## src/rtl/viterbi_pkg.sv

```systemverilog
// Shared types and helpers for the Viterbi datapath serial/parallel converters.
package viterbi_pkg;

  typedef enum logic {
    PISO_IDLE  = 1'b0,
    PISO_SHIFT = 1'b1
  } piso_state_t;

  // Number of serial beats per parallel word (shared with the SIPO block).
  function automatic int piso_depth(input int size_in, input int size_out);
    return size_in / size_out;
  endfunction

endpackage

```

## src/rtl/beat_counter.sv

```systemverilog
// Beat index counter: clears to 0 explicitly and saturates at MAX_COUNT.
// It never wraps by itself, so a missing clear cannot alias onto beat 0.
module beat_counter #(
  parameter int SIZE_DEPTH = 3,
  parameter int MAX_COUNT  = (1 << SIZE_DEPTH) - 1
) (
  input  logic                  i_clk,
  input  logic                  i_rst,
  input  logic                  i_clr,
  input  logic                  i_inc,
  output logic [SIZE_DEPTH-1:0] o_count,
  output logic                  o_max
);

  localparam logic [SIZE_DEPTH-1:0] MaxC = SIZE_DEPTH'(MAX_COUNT);

  logic [SIZE_DEPTH-1:0] count_q;

  assign o_count = count_q;
  assign o_max   = (count_q == MaxC);

  // Count register: clear wins over increment, increment stops at the maximum.
  always_ff @(posedge i_clk or posedge i_rst) begin
    if (i_rst)                count_q <= '0;
    else if (i_clr)           count_q <= '0;
    else if (i_inc && !o_max) count_q <= count_q + 1'b1;
  end

endmodule

```

## src/rtl/piso_serializer.sv

```systemverilog
// Parallel-in serial-out converter: one SIZE_DATA_IN word per handshake,
// emitted as DEPTH beats of SIZE_DATA_OUT bits, back-to-back without bubbles.
module piso_serializer
  import viterbi_pkg::*;
#(
  parameter int SIZE_DATA_IN  = 8,
  parameter int SIZE_DATA_OUT = 1,
  parameter bit LSB_FIRST     = 1'b1
) (
  input  logic                     i_clk,
  input  logic                     i_rst,
  input  logic                     i_load,
  input  logic [SIZE_DATA_IN-1:0]  i_data,
  output logic                     o_ready,
  input  logic                     i_en,
  output logic                     o_valid,
  output logic [SIZE_DATA_OUT-1:0] o_data,
  output logic                     o_first,
  output logic                     o_last
);

  localparam int DEPTH      = piso_depth(SIZE_DATA_IN, SIZE_DATA_OUT);
  localparam int SIZE_DEPTH = $clog2(DEPTH);
  localparam logic [SIZE_DEPTH-1:0] LastIdx = SIZE_DEPTH'(DEPTH - 1);

  if ((SIZE_DATA_IN % SIZE_DATA_OUT) != 0 || DEPTH < 2) begin : g_bad_param
    $error("piso_serializer: SIZE_DATA_IN must be a multiple of SIZE_DATA_OUT with DEPTH >= 2");
  end

  piso_state_t state_q, state_d;
  logic [DEPTH-1:0][SIZE_DATA_OUT-1:0] word_q;
  logic [SIZE_DEPTH-1:0] count;
  logic [SIZE_DEPTH-1:0] beat_idx;
  logic                  cnt_max;
  logic                  cnt_clr;
  logic                  cnt_inc;
  logic                  accept;
  logic                  shifting;

  beat_counter #(
    .SIZE_DEPTH (SIZE_DEPTH),
    .MAX_COUNT  (DEPTH - 1)
  ) u_beat_counter (
    .i_clk   (i_clk),
    .i_rst   (i_rst),
    .i_clr   (cnt_clr),
    .i_inc   (cnt_inc),
    .o_count (count),
    .o_max   (cnt_max)
  );

  assign shifting = (state_q == PISO_SHIFT);

  // Ready only looks at state, count and i_en so upstream may derive i_load from it.
  assign o_ready = !shifting || (cnt_max && i_en);
  assign accept  = i_load && o_ready;

  // State register.
  always_ff @(posedge i_clk or posedge i_rst) begin
    if (i_rst) state_q <= PISO_IDLE;
    else       state_q <= state_d;
  end

  // Next state and counter control; a reload on the last beat keeps the stream contiguous.
  always_comb begin
    state_d = state_q;
    cnt_clr = 1'b0;
    cnt_inc = 1'b0;
    unique case (state_q)
      PISO_IDLE: begin
        if (i_load) begin
          cnt_clr = 1'b1;
          state_d = PISO_SHIFT;
        end
      end
      PISO_SHIFT: begin
        if (i_en) begin
          if (cnt_max) begin
            cnt_clr = 1'b1;
            if (!i_load) state_d = PISO_IDLE;
          end else begin
            cnt_inc = 1'b1;
          end
        end
      end
      default: state_d = PISO_IDLE;
    endcase
  end

  // Word register: captures only on an accepted handshake.
  always_ff @(posedge i_clk or posedge i_rst) begin
    if (i_rst)       word_q <= '0;
    else if (accept) word_q <= i_data;
  end

  // Beat mux: select the slice for the current count; outputs are zero while idle.
  always_comb begin
    beat_idx = LSB_FIRST ? count : (LastIdx - count);
    o_valid  = shifting;
    o_data   = shifting ? word_q[beat_idx] : '0;
    o_first  = shifting && (count == '0);
    o_last   = shifting && cnt_max;
  end

endmodule

```

## config.mk

```make
export PLATFORM = sky130hd
export DESIGN_NAME = piso_serializer
export DESIGN_NICKNAME = d
export VERILOG_FILES = /design/src/rtl/viterbi_pkg.sv /design/src/rtl/beat_counter.sv /design/src/rtl/piso_serializer.sv
export SDC_FILE = /design/constraint.sdc
export NUM_CORES = 1
export LEC_CHECK = 0
export ABC_AREA = 1
export ABC_CLOCK_PERIOD_IN_PS = 5000
export BUFFER_PORTS_ARGS = -buffer_cell sky130_fd_sc_hd__buf_2
export CORE_AREA = 2 2 39 41
export DETAILED_ROUTE_END_ITERATION = 10
export DIE_AREA = 0 0 41 43
export PLACE_DENSITY_LB_ADDON = 0.2
export SYNTH_ARGS = -nofsm -noshare
export SYNTH_HDL_FRONTEND = slang
export SYNTH_HIERARCHICAL = 1
export SYNTH_SLANG_ARGS = --single-unit
```

## constraint.sdc

```tcl
create_clock -name i_clk -period 5 [get_ports i_clk]
set_input_delay 0.5 -clock i_clk [delete_from_list [all_inputs] [get_ports i_clk]]
set_output_delay 0.5 -clock i_clk [all_outputs]
set_load 0.01 [all_outputs]
```

==> flow_summary.toml <==
[timing]
period_share_pct = 41.3
tns_ns = 0
fin_skew_ns = 0.00205
max_freq_ghz = 0.484
setup_viol = 0
slew_viol_final = 0
hold_viol_final = 0
fin_crit_ns = 2.07
rsz0062_at_grt = "no"
holdWs_ns = 0.0981
relSlewSlack_pct = 77.7
worstMarginPinSlew_ns = 0.334

[synth]
synth_flop_cell = "dfrtp_1"
synth_top_area_share_pct = 43.6
synth_commonest_cells = "nand2_1 (18), inv_1 (16), dfrtp_1 (12)"
synthArstFlopShare_pct = 100
synth-seq-cells = 12
synth-edff-count = 0
syn_inst = 87
synth_area_leader_cell = "dfrtp_1"
synth_area_leaders = "dfrtp_1 (44%), a21oi_2 (10%), nand2_1 (9.8%)"
yosysUniqueCellTypes = 15
synth_area_um2 = 688
yosysSeqAreaShare_pct = 43.6
syn-num-nets = 101
syn_avg_cell_area_um2 = 7.91
yosysMostFrequentCell = "nand2_1"
yosysWarnings = 6

[route]
firstDrtPassIters = 3
wl_mm = 1.28
drc = 0
wl_per_cell_um = 10.6
ant_nets = 0
initialDrtViolationCount = 4
vias = 582
avgViaCountPerCell = 4.81

[finish]
fin_nets = 121
stdcell_count = 121
drive_gt1_share_pct = 31.4
antenna-diode-count = 0
final_cell_area_um2 = 791
syn_to_final_growth_pct = 14.9

[global_route]
grt_max_degree = 18
met1_usage_pct = 19.3
grt_antenna_before_repair = 0
grt_use_total_pct = 19.3
grt-busiest-layer = "met2"
grt_first_pass_wirelength_mm = 2.21
grt-ovfl-total = 0
grtUsageMet2_pct = 31.9
use_met3_pct = 7.85
first_global_vias = 551

[worst_setup_path]
cp_max_fo = 9
crit_chain = "ha_1 > ha_1 > nand2_1 > nand2_2 > buf_2"
max_stage_delay_ns = 0.47
cpMostUsedCell = "ha_1"
crit_family = "flip-flops"
arrival_ns = 1.57
path_buf_inv = 1
crit_path_top_delay_cell = "dfrtp_1"
critPathLaunchType = "flop"
endpoint_kind = "output port"
critPathKind = "flop to output port"
cp.required_ns = 4.50

[floorplanning]
dieArea_um2 = 1760
start_util_pct = 49.7
die_x_um = 41
io_pins = 17
core_area_um2 = 1380
dieHeight_um = 43
rows = 14

[clock_network]
numCtsBuffers = 3
htree_levels = 1
clk_pin_slew_ns = 0.07
clkSinkCount = 12
cts_resized = 0
cts_root_buffer = "clkbuf_4"
worstSkewPairLatency_ns = 0.27
max-clock-path-buffers = 2
hold_buffers = 0
cts_tree = "done"
post-cts-setup-buffers = 0

[power_and_ir_drop]
vdd_ir_drop_max_v = 0.000239
clkPwrFrac_pct = 14.3
p_total_mw = 0.414
p_seq_share_pct = 41.1
power.density_nw_per_um2 = 523
p_sw_share_pct = 40.8
internal_power_mw = 0.245
power_frac_comb_pct = 44.7
p_leak_nw = 0.468
p_switching_mw = 0.169

[place]
dp_hpwl_um = 990
dp_cells = 118
globalplace.congestion = 0.732
port_buffers = 16
place_area_um2 = 768

[worst_hold_path]
hp-class = "input port to async pin"

[flow_run]
maxCapViolCount = 0

[outcome]
status = "finished, final reports clean"
[kinds of logic after synthesis]
group | after synthesis | share of synthesized area, %
AND/OR/NAND/NOR | 44 | 28.4
buffers and inverters | 19 | 12.7
flip-flops | 12 | 43.6
AO/OA/AOI/OAI | 10 | 11.6
adder cells (fa/ha/maj) | 2 | 3.64
[layout by cell type, fill, tap and decap left out]
| cell | instances |
|---|---|
| a21oi_2 | 8 |
| nand2_1 | 18 |
| clkbuf_4 | 3 |
| ha_1 | 2 |
| inv_1 | 16 |
| buf_2 | 16 |
| o21ai_0 | 1 |
| nand2_2 | 1 |
| nor4_1 | 1 |
| nor2_2 | 2 |
| dfrtp_1 | 12 |
| a21oi_1 | 1 |
| nand3_1 | 10 |
| nand2_4 | 1 |
| inv_2 | 2 |
| nor2_1 | 11 |
[area by class of cell]
cell class | instances | area [um2]
fillers | 145 | 593
multi-input cells | 56 | 300
well taps | 16 | 20.0
flip-flops and latches | 12 | 300
repair buffers | 16 | 80.1
clock buffers | 3 | 22.5
inverters | 18 | 67.6
[sequential cells by signal (all words and copies together), names as in the netlist]
name and flops:
o_valid 1, word_q 8, u_beat_counter/o_count 3
[path summary, 6_finish.rpt]
path / start / endpoint / slack, ns / depth (start not counted)
max reg2reg: u_beat_counter/o_count[0] / u_beat_counter/o_count[1] / 3.17 / 9
min reg2reg: word_q[2] / word_q[2] / 0.51 / 2
max: u_beat_counter/o_count[0] / o_ready / 2.93 / 5
min: i_rst / u_beat_counter/o_count[0] / 0.1 / 2
max in group asynchronous: i_rst / word_q[3] / 4.57 / 2
min in group i_clk: i_data[0] / word_q[0] / 0.46 / 3
[through the flow]
step | utilization (%) | worst slack [ns]
after floorplan | - | 3.30
after global placement | 55.5 | 3.22
after detailed placement | 55.5 | 3.19
after CTS | 57.1 | 2.93
after global routing | 57.1 | 2.85
final | 57.1 | 2.93
[metal layers]
metal	up-vias	routed length, um	share of wire, %
met3	4	54	4.2
met2	8	700	55
met1	266	502	39
met5	-	0	0
li1	304	-	-
met4	0	23	1.8
[power groups by stage]
stage	Clock (mW)	Sequential (mW)	Combinational, mW
detailed placement	0	0.171	0.188
CTS	0.0606	0.170	0.189
finish	0.0590	0.170	0.185
global route	0.0640	0.177	0.215
global placement	0	0.170	0.184
floorplan	0	0.163	0.148
Power figures use the tool's default switching activity.
